==> config.mk <==
export PLATFORM = sky130hd
export DESIGN_NAME = reset_tick_gen_flat
export DESIGN_NICKNAME = d
export VERILOG_FILES = /design/src/rtl/reset_tick_gen_if.sv /design/src/rtl/reset_tick_gen.sv /design/src/flat_wrapper.sv
export SDC_FILE = /design/constraint.sdc
export NUM_CORES = 1
export LEC_CHECK = 0
export CORE_UTILIZATION = 40
export DETAILED_ROUTE_END_ITERATION = 12
export PLACE_DENSITY = 0.66
export SLEW_MARGIN = 20
export SYNTH_ARGS = -nofsm -noshare
export SYNTH_HDL_FRONTEND = slang
export SYNTH_SLANG_ARGS = --single-unit
export TNS_END_PERCENT = 20
==> constraint.sdc <==
create_clock -name clk -period 2.1 [get_ports clk]
set_input_delay 0.42 -clock clk [delete_from_list [all_inputs] [get_ports clk]]
set_output_delay 0.42 -clock clk [all_outputs]
set_load 0.005 [all_outputs]
==> src/rtl/reset_tick_gen_if.sv <==
// Signal bundle between reset_tick_gen and the top level: the raw button combo in,
// the tick/reset sequencing outputs and the FSM debug state out.
interface reset_tick_gen_if #(
  parameter int NBTN = 3
);
  logic [NBTN-1:0] manual;
  logic            tick;
  logic            tick_sq;
  logic            rst_out;
  logic            rst_done;
  logic [1:0]      state_dbg;

  // Plain level signals with no handshake: the generator drives every output on
  // each clock, and the consumer samples them whenever it needs to.
  modport master (
    output manual,
    input  tick,
    input  tick_sq,
    input  rst_out,
    input  rst_done,
    input  state_dbg
  );

  modport slave (
    input  manual,
    output tick,
    output tick_sq,
    output rst_out,
    output rst_done,
    output state_dbg
  );
endinterface

==> src/rtl/reset_tick_gen.sv <==
// Tick divider plus reset sequencer. It produces a power-on reset pulse
// HOLD_TICKS ticks long and re-runs that pulse after a debounced all-buttons combo.
module reset_tick_gen #(
  parameter int CLK_HZ         = 12000000,
  parameter int TICK_HZ        = 100,
  parameter int HOLD_TICKS     = 4,
  parameter int DEBOUNCE_TICKS = 3,
  parameter int NBTN           = 3
) (
  input  logic             clk,
  input  logic             reset,
  reset_tick_gen_if.slave  bus
);

  localparam int DIV    = CLK_HZ / TICK_HZ;
  localparam int CTR_W  = (DIV > 1) ? $clog2(DIV) : 1;
  localparam int HOLD_W = $clog2(HOLD_TICKS + 1);
  localparam int DB_W   = $clog2(DEBOUNCE_TICKS + 1);

  localparam logic [CTR_W-1:0]  CTR_LAST  = CTR_W'(DIV - 1);
  localparam logic [HOLD_W-1:0] HOLD_LAST = HOLD_W'(HOLD_TICKS - 1);
  localparam logic [DB_W-1:0]   DB_LAST   = DB_W'(DEBOUNCE_TICKS - 1);

  typedef enum logic [1:0] {
    ST_LOW   = 2'd0,
    ST_HOLD  = 2'd1,
    ST_RUN   = 2'd2,
    ST_PRESS = 2'd3
  } state_e;

  logic [CTR_W-1:0]  ctr_q, ctr_d;
  logic              tick_q, tick_d;
  logic              tick_sq_q, tick_sq_d;
  logic [NBTN-1:0]   sync1_q, sync2_q;
  logic              combo;
  logic [DB_W-1:0]   db_cnt_q, db_cnt_d;
  logic              pressed_q, pressed_d;
  state_e            state_q, state_d;
  logic [HOLD_W-1:0] hold_cnt_q, hold_cnt_d;
  logic              rst_out_q, rst_out_d;
  logic              rst_done_q, rst_done_d;

  // ---------------------------------------------------------------------------
  // Divider: tick_q is high exactly in the cycle where ctr_q == DIV-1.
  // ---------------------------------------------------------------------------
  always_comb begin
    ctr_d     = ctr_q;
    tick_d    = 1'b0;
    tick_sq_d = tick_sq_q;
    if (ctr_q == CTR_LAST) begin
      ctr_d     = '0;
      tick_sq_d = ~tick_sq_q;
    end else begin
      ctr_d = ctr_q + 1'b1;
    end
    tick_d = (ctr_d == CTR_LAST);
  end

  always_ff @(posedge clk or posedge reset) begin
    if (reset) begin
      ctr_q     <= '0;
      tick_q    <= 1'b0;
      tick_sq_q <= 1'b0;
    end else begin
      ctr_q     <= ctr_d;
      tick_q    <= tick_d;
      tick_sq_q <= tick_sq_d;
    end
  end

  // ---------------------------------------------------------------------------
  // Button synchroniser and tick-rate debouncer.
  // ---------------------------------------------------------------------------
  always_ff @(posedge clk or posedge reset) begin
    if (reset) begin
      sync1_q <= '0;
      sync2_q <= '0;
    end else begin
      sync1_q <= bus.manual;
      sync2_q <= sync1_q;
    end
  end

  assign combo = &sync2_q;

  // Counts consecutive samples that disagree with the current debounced level.
  // A sample that agrees clears the count.
  always_comb begin
    db_cnt_d  = db_cnt_q;
    pressed_d = pressed_q;
    if (tick_q) begin
      if (combo != pressed_q) begin
        if (db_cnt_q == DB_LAST) begin
          pressed_d = combo;
          db_cnt_d  = '0;
        end else begin
          db_cnt_d = db_cnt_q + 1'b1;
        end
      end else begin
        db_cnt_d = '0;
      end
    end
  end

  always_ff @(posedge clk or posedge reset) begin
    if (reset) begin
      db_cnt_q  <= '0;
      pressed_q <= 1'b0;
    end else begin
      db_cnt_q  <= db_cnt_d;
      pressed_q <= pressed_d;
    end
  end

  // ---------------------------------------------------------------------------
  // Sequencer FSM. It acts only on tick cycles and sees the debounced level as
  // it stood before this tick's debouncer update.
  // ---------------------------------------------------------------------------
  always_comb begin
    state_d    = state_q;
    hold_cnt_d = hold_cnt_q;
    rst_out_d  = 1'b0;
    rst_done_d = 1'b0;
    if (tick_q) begin
      if (pressed_q && (state_q != ST_PRESS)) begin
        state_d = ST_PRESS;
      end else begin
        case (state_q)
          ST_LOW: begin
            state_d    = ST_HOLD;
            hold_cnt_d = '0;
          end
          ST_HOLD: begin
            if (hold_cnt_q == HOLD_LAST) begin
              state_d = ST_RUN;
            end else begin
              hold_cnt_d = hold_cnt_q + 1'b1;
            end
          end
          ST_RUN: begin
            state_d = ST_RUN;
          end
          ST_PRESS: begin
            if (!pressed_q) begin
              state_d    = ST_HOLD;
              hold_cnt_d = '0;
            end
          end
          default: begin
            state_d = ST_LOW;
          end
        endcase
      end
    end
    // Outputs are decoded from the next state so that the flops hold them
    // glitch-free and aligned with state_q.
    rst_out_d  = (state_d == ST_HOLD) || (state_d == ST_PRESS);
    rst_done_d = (state_d == ST_RUN);
  end

  always_ff @(posedge clk or posedge reset) begin
    if (reset) begin
      state_q    <= ST_LOW;
      hold_cnt_q <= '0;
      rst_out_q  <= 1'b0;
      rst_done_q <= 1'b0;
    end else begin
      state_q    <= state_d;
      hold_cnt_q <= hold_cnt_d;
      rst_out_q  <= rst_out_d;
      rst_done_q <= rst_done_d;
    end
  end

  assign bus.tick      = tick_q;
  assign bus.tick_sq   = tick_sq_q;
  assign bus.rst_out   = rst_out_q;
  assign bus.rst_done  = rst_done_q;
  assign bus.state_dbg = state_q;

endmodule

==> src/flat_wrapper.sv <==
// flat-port wrapper written by rule: the top's interface ports become plain ports
module reset_tick_gen_flat 
#(
  parameter int CLK_HZ         = 12000000,
  parameter int TICK_HZ        = 100,
  parameter int HOLD_TICKS     = 4,
  parameter int DEBOUNCE_TICKS = 3,
  parameter int NBTN           = 3
)
  (clk, reset, bus_manual, bus_tick, bus_tick_sq, bus_rst_out, bus_rst_done, bus_state_dbg);
  reset_tick_gen_if #(.NBTN(NBTN)) bus_i ();
  input  logic clk;
  input  logic reset;
  input wire logic [$bits(bus_i.manual)-1:0] bus_manual;
  output wire logic [$bits(bus_i.tick)-1:0] bus_tick;
  output wire logic [$bits(bus_i.tick_sq)-1:0] bus_tick_sq;
  output wire logic [$bits(bus_i.rst_out)-1:0] bus_rst_out;
  output wire logic [$bits(bus_i.rst_done)-1:0] bus_rst_done;
  output wire logic [$bits(bus_i.state_dbg)-1:0] bus_state_dbg;
  assign bus_i.manual = bus_manual;
  assign bus_tick = bus_i.tick;
  assign bus_tick_sq = bus_i.tick_sq;
  assign bus_rst_out = bus_i.rst_out;
  assign bus_rst_done = bus_i.rst_done;
  assign bus_state_dbg = bus_i.state_dbg;
  reset_tick_gen #(.CLK_HZ(CLK_HZ), .TICK_HZ(TICK_HZ), .HOLD_TICKS(HOLD_TICKS), .DEBOUNCE_TICKS(DEBOUNCE_TICKS), .NBTN(NBTN)) u_core (.clk(clk), .reset(reset), .bus(bus_i));
endmodule
==> summary.md, run 1 <==
| Metric | Value |
|---|---|
| Synth-to-Final Area Change | 16.1% |
| Sequential Power Share | 0.588 |
| DP HPWL | 2040 µm |
| Netlist cell types | 38 |
| Commonest non-fill, non-tap cells in the layout | dfrtp_1, nor2_1, nand3_1 |
| Most common cell after layout, fill and taps aside | dfrtp_1 |
| Pwr dens | 629 nW/µm² |
| Vias in the first global route | 1095 |
| Clock share of power | 0.393 |
| DR pass1 iterations | 4 |
| Clock Root Buffer | clkbuf_8 |
| Final worst path period share | 0.941 |
| Cell Area, Synth | 1590 µm² |
| Worst setup path category | reg2reg |
| Crit-path max FO | 7 |
| CP required | 2.32 ns |
| Fin. max-slew vios | 0 |
| Hold buffers post-CTS | 0 |
| Max VDD drop | 0.391 mV |
| RSZ-0062 raised after global routing | no |
| Ant diodes | 0 |
| Hold WC Path Type | reg2reg |
| Total global routing overflow | 0 |
| Bufs on Longest Clock Path | 2 |
| Tmin final | 1.98 ns |
| Internal | 921 µW |
| Final setup violation count | 0 |
| Die Footprint | 4220 µm² |
| WL per Instance | 13.3 µm |
| Biggest cell delay along the critical path | 0.47 ns |
| Setup_tns | 0 ns |
| CTS resizes | 0 |
| Initial core utilization | 0.424 |
| CTS tree | yes |
| Yosys reg bits | 35 |
| Worst slew pin tran | 0.447 ns |
| Leak | 0.000807 µW |
| DR iter-0 viols | 41 |
| Maxcap violations | 0 |
| Post-Syn Area per Cell | 10.9 µm² |
| Met3 usage | 0.0475 |
| Highest clock rate | 506 MHz |
| Layout net count | 171 |
| Synth Warn # | 0 |
| Core ar. | 3740 µm² |
| Global-route wire length before repair | 4910 µm |
| IO Count | 11 |
| Final core occ | 0.492 |
| Comb power frac | 0.019 |
| TritonCTS buffer count | 5 |
| DRC violations left | 0 |
| Switching pwr | 238 µW |
| DRT Wirelength | 2810 µm |
| RD Place Congestion | 0.894 |
| H-Tree Depth | 2 |
| Busiest grt layer | met2 |
| Clk_skew | 0.00147 ns |
| Drt via density | 5.23 |
| Clock latency on the worst-skew pair | 0.28 ns |
| Antenna violations before repair | 0 |
| Cell Rows | 22 |
| Clock transition at path regs | 0.06 ns |
| Post-synthesis sequential area ratio | 0.552 |
| Die Wd | 65.0 µm |
| Layout cells sized above 1 | 0.0976 |
| CTS Sinks | 35 |
| Critical Path AT | 2.20 ns |
| Total GRT Usage | 0.159 |
| Startpoint Class | register |
| Post-CTS Setup Inserts | 0 |
| Largest net degree at the start of global routing | 36 |
| Tightest slew margin relative to the limit | 0.699 |
| Status | complete, no violations |
| Die height | 65.0 µm |
| Syn Nets | 153 |
| CP Cell Sequence | ha_1, xor2_1, or4b_1, a2111oi_2, and4bb_1 |
| Synth Instances | 145 |
| I/O Buffers | 10 |
| Met2 Use GR | 0.272 |
| Final Hold Viols | 0 |
| Switching portion of total power | 0.205 |
| M1 GR Usage | 0.177 |
| Vias post-DR | 1109 |
| Antenna viol nets, final | 0 |
| Setup crit end kind | register |
| CP max stage cell | or4b_1 |
-- critical path: cells and delay by family, from the launching register on --
family | cells | cell delay, ns
simple gates | 2 | 0.70
flops | 1 | 0.43
fa+ha+maj | 1 | 0.31
compound gates | 1 | 0.25
xor+xnor | 1 | 0.22
-- power groups by stage --
stage | Combinational (µW) | Sequential (µW) | Clock [µW]
after global placement | 22.9 | 694 | 0
after global routing | 26.4 | 681 | 502
after CTS | 23.5 | 681 | 471
after floorplan | 11.1 | 694 | 0
after detailed placement | 23.5 | 694 | 0
final | 22.5 | 681 | 455
-- registers in the layout, summed over array words and instances (netlist names) --
register              cells
u_core.pressed_q          1
u_core.bus.state_dbg      2
u_core.db_cnt_q           2
u_core.bus.rst_done       1
u_core.sync1_q            3
u_core.hold_cnt_q         3
u_core.bus.tick           1
u_core.bus.tick_sq        1
u_core.bus.rst_out        1
u_core.sync2_q            3
u_core.ctr_q             17
-- per-layer routing --
| metal | wire length (µm) | share of wire |
|---|---|---|
| met3 | 105 | 0.037 |
| met5 | 0 | 0 |
| met2 | 1430 | 0.51 |
| met1 | 1210 | 0.43 |
| met4 | 58 | 0.021 |
-- cell type report --
cell class	instances	area, µm²
fillers	356	1900
flip-flops and latches	35	876
multi-input cells	102	679
repair buffers	13	123
clock buffers	7	76.3
well taps	48	60.1
inverters	6	22.5
clock inverters	1	5.00
-- metrics by stage --
stage	total power (µW)	instance area, µm²	instances	hold slack, ns	setup slack, ns
final	1160	1840	212	0.351	0.124
after global routing	1210	1840	212	0.357	0.0443
after CTS	1180	1840	212	0.352	0.161
after detailed placement	718	1760	204	0.339	0.167
after global placement	717	1760	204	0.333	0.288
after floorplan	705	1590	145	0.331	0.361
-- final timing paths --
kind | from | end | slack [ns] | cells past startpoint
min reg2reg | u_core.sync1_q[2] | u_core.sync2_q[2] | 0.35 | 0
max | u_core.ctr_q[0] | u_core.bus.tick | 0.12 | 5
min | u_core.sync1_q[2] | u_core.sync2_q[2] | 0.35 | 0
max in group asynchronous | reset | u_core.bus.rst_out | 1.27 | 3
min in group asynchronous | reset | u_core.db_cnt_q[0] | 0.53 | 3
max reg2reg | u_core.ctr_q[0] | u_core.bus.tick | 0.12 | 5
-- cell usage after synthesis --
cell type | count | area [µm²]
a2111oi_2 | 1 | 15.0
a211o_1 | 1 | 8.76
a21o_1 | 1 | 7.51
a21oi_1 | 2 | 10.0
a31oi_1 | 3 | 18.8
and4bb_1 | 2 | 25.0
buf_2 | 1 | 5.00
clkbuf_1 | 1 | 3.75
dfrtp_1 | 35 | 876
ha_1 | 3 | 37.5
inv_1 | 5 | 18.8
inv_2 | 1 | 3.75
mux2i_1 | 1 | 10.0
nand2_1 | 9 | 33.8
nand2b_1 | 2 | 12.5
nand3_1 | 11 | 55.1
nand3_2 | 1 | 10.0
nand3b_1 | 1 | 7.51
nand4_1 | 3 | 18.8
nand4_2 | 1 | 12.5
nand4b_1 | 1 | 8.76
nor2_1 | 19 | 71.3
nor2b_1 | 4 | 25.0
nor3_1 | 4 | 20.0
nor3b_1 | 2 | 15.0
nor4_1 | 1 | 6.26
nor4_2 | 2 | 25.0
nor4bb_1 | 1 | 10.0
o211ai_1 | 1 | 7.51
o21a_1 | 1 | 7.51
o21ai_0 | 1 | 5.00
o21ai_1 | 1 | 5.00
o22ai_1 | 1 | 6.26
o31ai_1 | 1 | 7.51
or2_4 | 1 | 8.76
or4b_1 | 1 | 10.0
xnor2_1 | 9 | 78.8
xor2_1 | 9 | 78.8
-- logic make-up (layout without fill, tap and decap cells) --
kind of cell             count (synthesis)  after routing  synth area share
AO/OA/AOI/OAI                           14             14            0.0623
adder cells (fa/ha/maj)                  3              3            0.0237
AND/OR/NAND/NOR                         66             66             0.237
multiplexers                             1              1           0.00631
flip-flops                              35             35             0.552
XOR/XNOR                                18             18            0.0994
buffers and inverters                    8             27            0.0197
No activity file was read; power rests on OpenSTA's default activity.
==> run 2, diff against run 1 <==
--- a/config.mk
+++ b/config.mk
@@ -5,9 +5,10 @@
 export SDC_FILE = /design/constraint.sdc
 export NUM_CORES = 1
 export LEC_CHECK = 0
+export CAP_MARGIN = 0
 export CORE_UTILIZATION = 40
 export DETAILED_ROUTE_END_ITERATION = 12
-export PLACE_DENSITY = 0.66
+export PLACE_DENSITY = 0.68
 export SLEW_MARGIN = 20
 export SYNTH_ARGS = -nofsm -noshare
 export SYNTH_HDL_FRONTEND = slang
==> constraint.sdc (replaced) <==
create_clock -name clk -period 1.7 [get_ports clk]
set_input_delay 0.34 -clock clk [delete_from_list [all_inputs] [get_ports clk]]
set_output_delay 0.34 -clock clk [all_outputs]
set_load 0.005 [all_outputs]
==> summary.md, run 2 (synthesis gave the netlist of run 1 again) <==
| Metric | Value |
|---|---|
| Crit-path max FO | 2 (-5) |
| Failing checks | negative setup slack |
| Final worst path period share | 1.02 (+0.0788) |
| Total placed cells including tap cells | 218 (+6.9%) |
| DR pass1 iterations | 4 (unchanged) |
| Vias in the first global route | 1206 (+10%) |
| Leak | 0.000917 µW (+14%) |
| Sequential Power Share | 0.586 (-0.002) |
| Switching portion of total power | 0.213 (+0.00812) |
| Flop-to-flop setup slack | -0.03 ns (-0.16 ns) |
| Max FFs per register | 17 (unchanged) |
| Startpoint Class | register |
| Final Hold Viols | 0 (unchanged) |
| Clock transition at path regs | 0.06 ns (about the same) |
| Die Footprint | 4220 µm² (unchanged) |
| Commonest non-fill, non-tap cells in the layout | dfrtp_1, nor2_1, buf_4 |
| Die height | 65.0 µm (unchanged) |
| Post-CTS Setup Inserts | 0 (unchanged) |
| Setup ws final | -0.0331 ns (-0.158 ns) |
| Finished layout cell area | 2060 µm² (+12%) |
| CTS tree | yes |
| RSZ-0062 raised after global routing | yes |
| Antenna violations before repair | 0 (unchanged) |
| Cell Rows | 22 (unchanged) |
| Non-filler instance count after layout | 226 (+6.6%) |
| Initial core utilization | 0.424 (unchanged) |
| Die Wd | 65.0 µm (unchanged) |
| Min-delay src | u_core.sync1_q[0] |
| Core ar. | 3740 µm² (unchanged) |
| Tot Pwr | 1440 µW (+24%) |
| Area of the multi-input gates | 783 µm² (+15%) |
| R2R Path Start | u_core.ctr_q[6] |
| Bufs on Longest Clock Path | 2 (unchanged) |
| Worst Reg2Reg Path Length in Cells | 5 (unchanged) |
| Ant diodes | 0 (unchanged) |
| Worst Hold Path EP | u_core.sync2_q[0] |
| Clock Root Buffer | clkbuf_8 |
| Worst slew pin tran | 0.435 ns (-0.0117 ns) |
| Antenna viol nets, final | 0 (unchanged) |
| Critical Path AT | 1.96 ns (-0.24 ns) |
| Total global routing overflow | 0 (unchanged) |
| Most common cell after layout, fill and taps aside | dfrtp_1 |
| DRC violations left | 0 (unchanged) |
| Synth-to-Final Area Change | 29.7% |
| Status | finished, violations left |
| Tightest slew margin relative to the limit | 0.710 (+0.0103) |
| Final setup violation count | 1 (+1) |
| CTS Sinks | 35 (unchanged) |
| Worst setup path category | reg2reg |
| Placed cell area | 1880 µm² (+6.7%) |
| WL per Instance | 13.9 µm (+5.1%) |
| Clock latency on the worst-skew pair | 0.29 ns (about the same) |
| Final core occ | 0.550 (+0.0578) |
| Largest net degree at the start of global routing | 36 (unchanged) |
| CP required | 1.92 ns (-0.40 ns) |
| Fin. max-slew vios | 0 (unchanged) |
| DRT Wirelength | 3150 µm (+12%) |
| Clock share of power | 0.395 (+0.002) |
| RD Place Congestion | 0.873 (-2.3%) |
| TritonCTS buffer count | 5 (unchanged) |
| Setup crit end kind | register |
| DR iter-0 viols | 33 (-20%) |
| Reg-to-reg endpoint | u_core.bus.tick |
| Fillers | 328 (-7.9%) |
| Hold buffers post-CTS | 0 (unchanged) |
| Comb power frac | 0.020 (about the same) |
| Highest clock rate | 577 MHz (+14%) |
| Total GRT Usage | 0.178 (+0.0187) |
| Maxcap violations | 0 (unchanged) |
| Pwr dens | 698 nW/µm² (+11%) |
| H-Tree Depth | 2 (unchanged) |
| Internal | 1130 µW (+23%) |
| Drt via density | 5.15 (-1.5%) |
| Hold WC Path Type | reg2reg |
| Clk_skew | 0.00438 ns (+0.00291 ns) |
| DP HPWL | 2220 µm (+8.6%) |
| Layout net count | 185 (+8.2%) |
| Largest register by flop count | u_core.ctr_q |
| Register area | 881 µm² (+0.57%) |
| Vias post-DR | 1164 (+5.0%) |
| Switching pwr | 307 µW (+29%) |
| Worst hold path depth | 0 (unchanged) |
| Hold Slack | 0.352 ns (+0.000972 ns) |
| Global-route wire length before repair | 5420 µm (+10%) |
| Max VDD drop | 0.386 mV (-1.1%) |
| I/O Buffers | 10 (unchanged) |
| Layout cells sized above 1 | 0.253 (+0.155) |
| IO Count | 11 (unchanged) |
| Tmin final | 1.73 ns (-0.242 ns) |
[run 2: how the worst max path moves through the flow]
stage,start,to,slack (ns),cells past startpoint
4_1_cts,u_core.ctr_q[0],u_core.bus.tick_sq,-0.04,6
6_report,u_core.ctr_q[6],u_core.bus.tick,-0.03,5
3_5_place_dp,u_core.ctr_q[11],u_core.bus.tick_sq,-0.03,5
2_1_floorplan,u_core.ctr_q[0],u_core.bus.tick,0.007,5
3_3_place_gp,u_core.ctr_q[3],u_core.bus.tick,-0.01,5
5_1_grt,u_core.ctr_q[0],u_core.bus.tick,-0.09,6
[run 2: final cells by class]
type                            count  share of cell area
Sequential cell                    35               0.428
Multi-Input combinational cell    102               0.381
Timing Repair Buffer               27               0.111
Clock buffer                        5              0.0334
Tap cell                           48              0.0292
Inverter                            6              0.0109
Clock inverter                      3             0.00729
[run 2: power by group through the flow]
stage               registers [µW]  logic, µW  clock network [µW]
global route                   842       32.2                 627
finish                         842       28.0                 567
CTS                            842       29.2                 590
floorplan                      857       13.7                   0
detailed placement             858       29.4                   0
global placement               857       28.1                   0
[run 2: worst max-delay path: stages (launching register included)]
cell,delay (ns)
dfrtp_1,0.37
and4bb_1,0.28
nand3_2,0.09
or4b_4,0.50
a2111oi_4,0.18
and4bb_1,0.23
[run 2: repair_timing]
action	in CTS	in global routing
gates cloned	0	0
resized for setup	4	13
setup endpoints to repair	3	12
pin swaps	1	4
[run 2: routing by layer]
metal | share of wire | wire [µm] | track usage | up-vias
li1 | - | - | - | 567
met1 | 0.40 | 1270 | 0.200 | 571
met2 | 0.53 | 1680 | 0.303 | 19
met3 | 0.041 | 129 | 0.0581 | 7
met4 | 0.021 | 65 | 0.0833 | 0
met5 | 0 | 0 | 0 | -
[run 2: stage by stage]
stage / TNS [ns] / worst slack (ns)
final: -0.0331 / -0.0331
after CTS: -0.0859 / -0.0433
after floorplan: 0 / 0.00668
after detailed placement: -0.0427 / -0.0256
after global placement: -0.0145 / -0.0145
after global routing: -0.142 / -0.0948
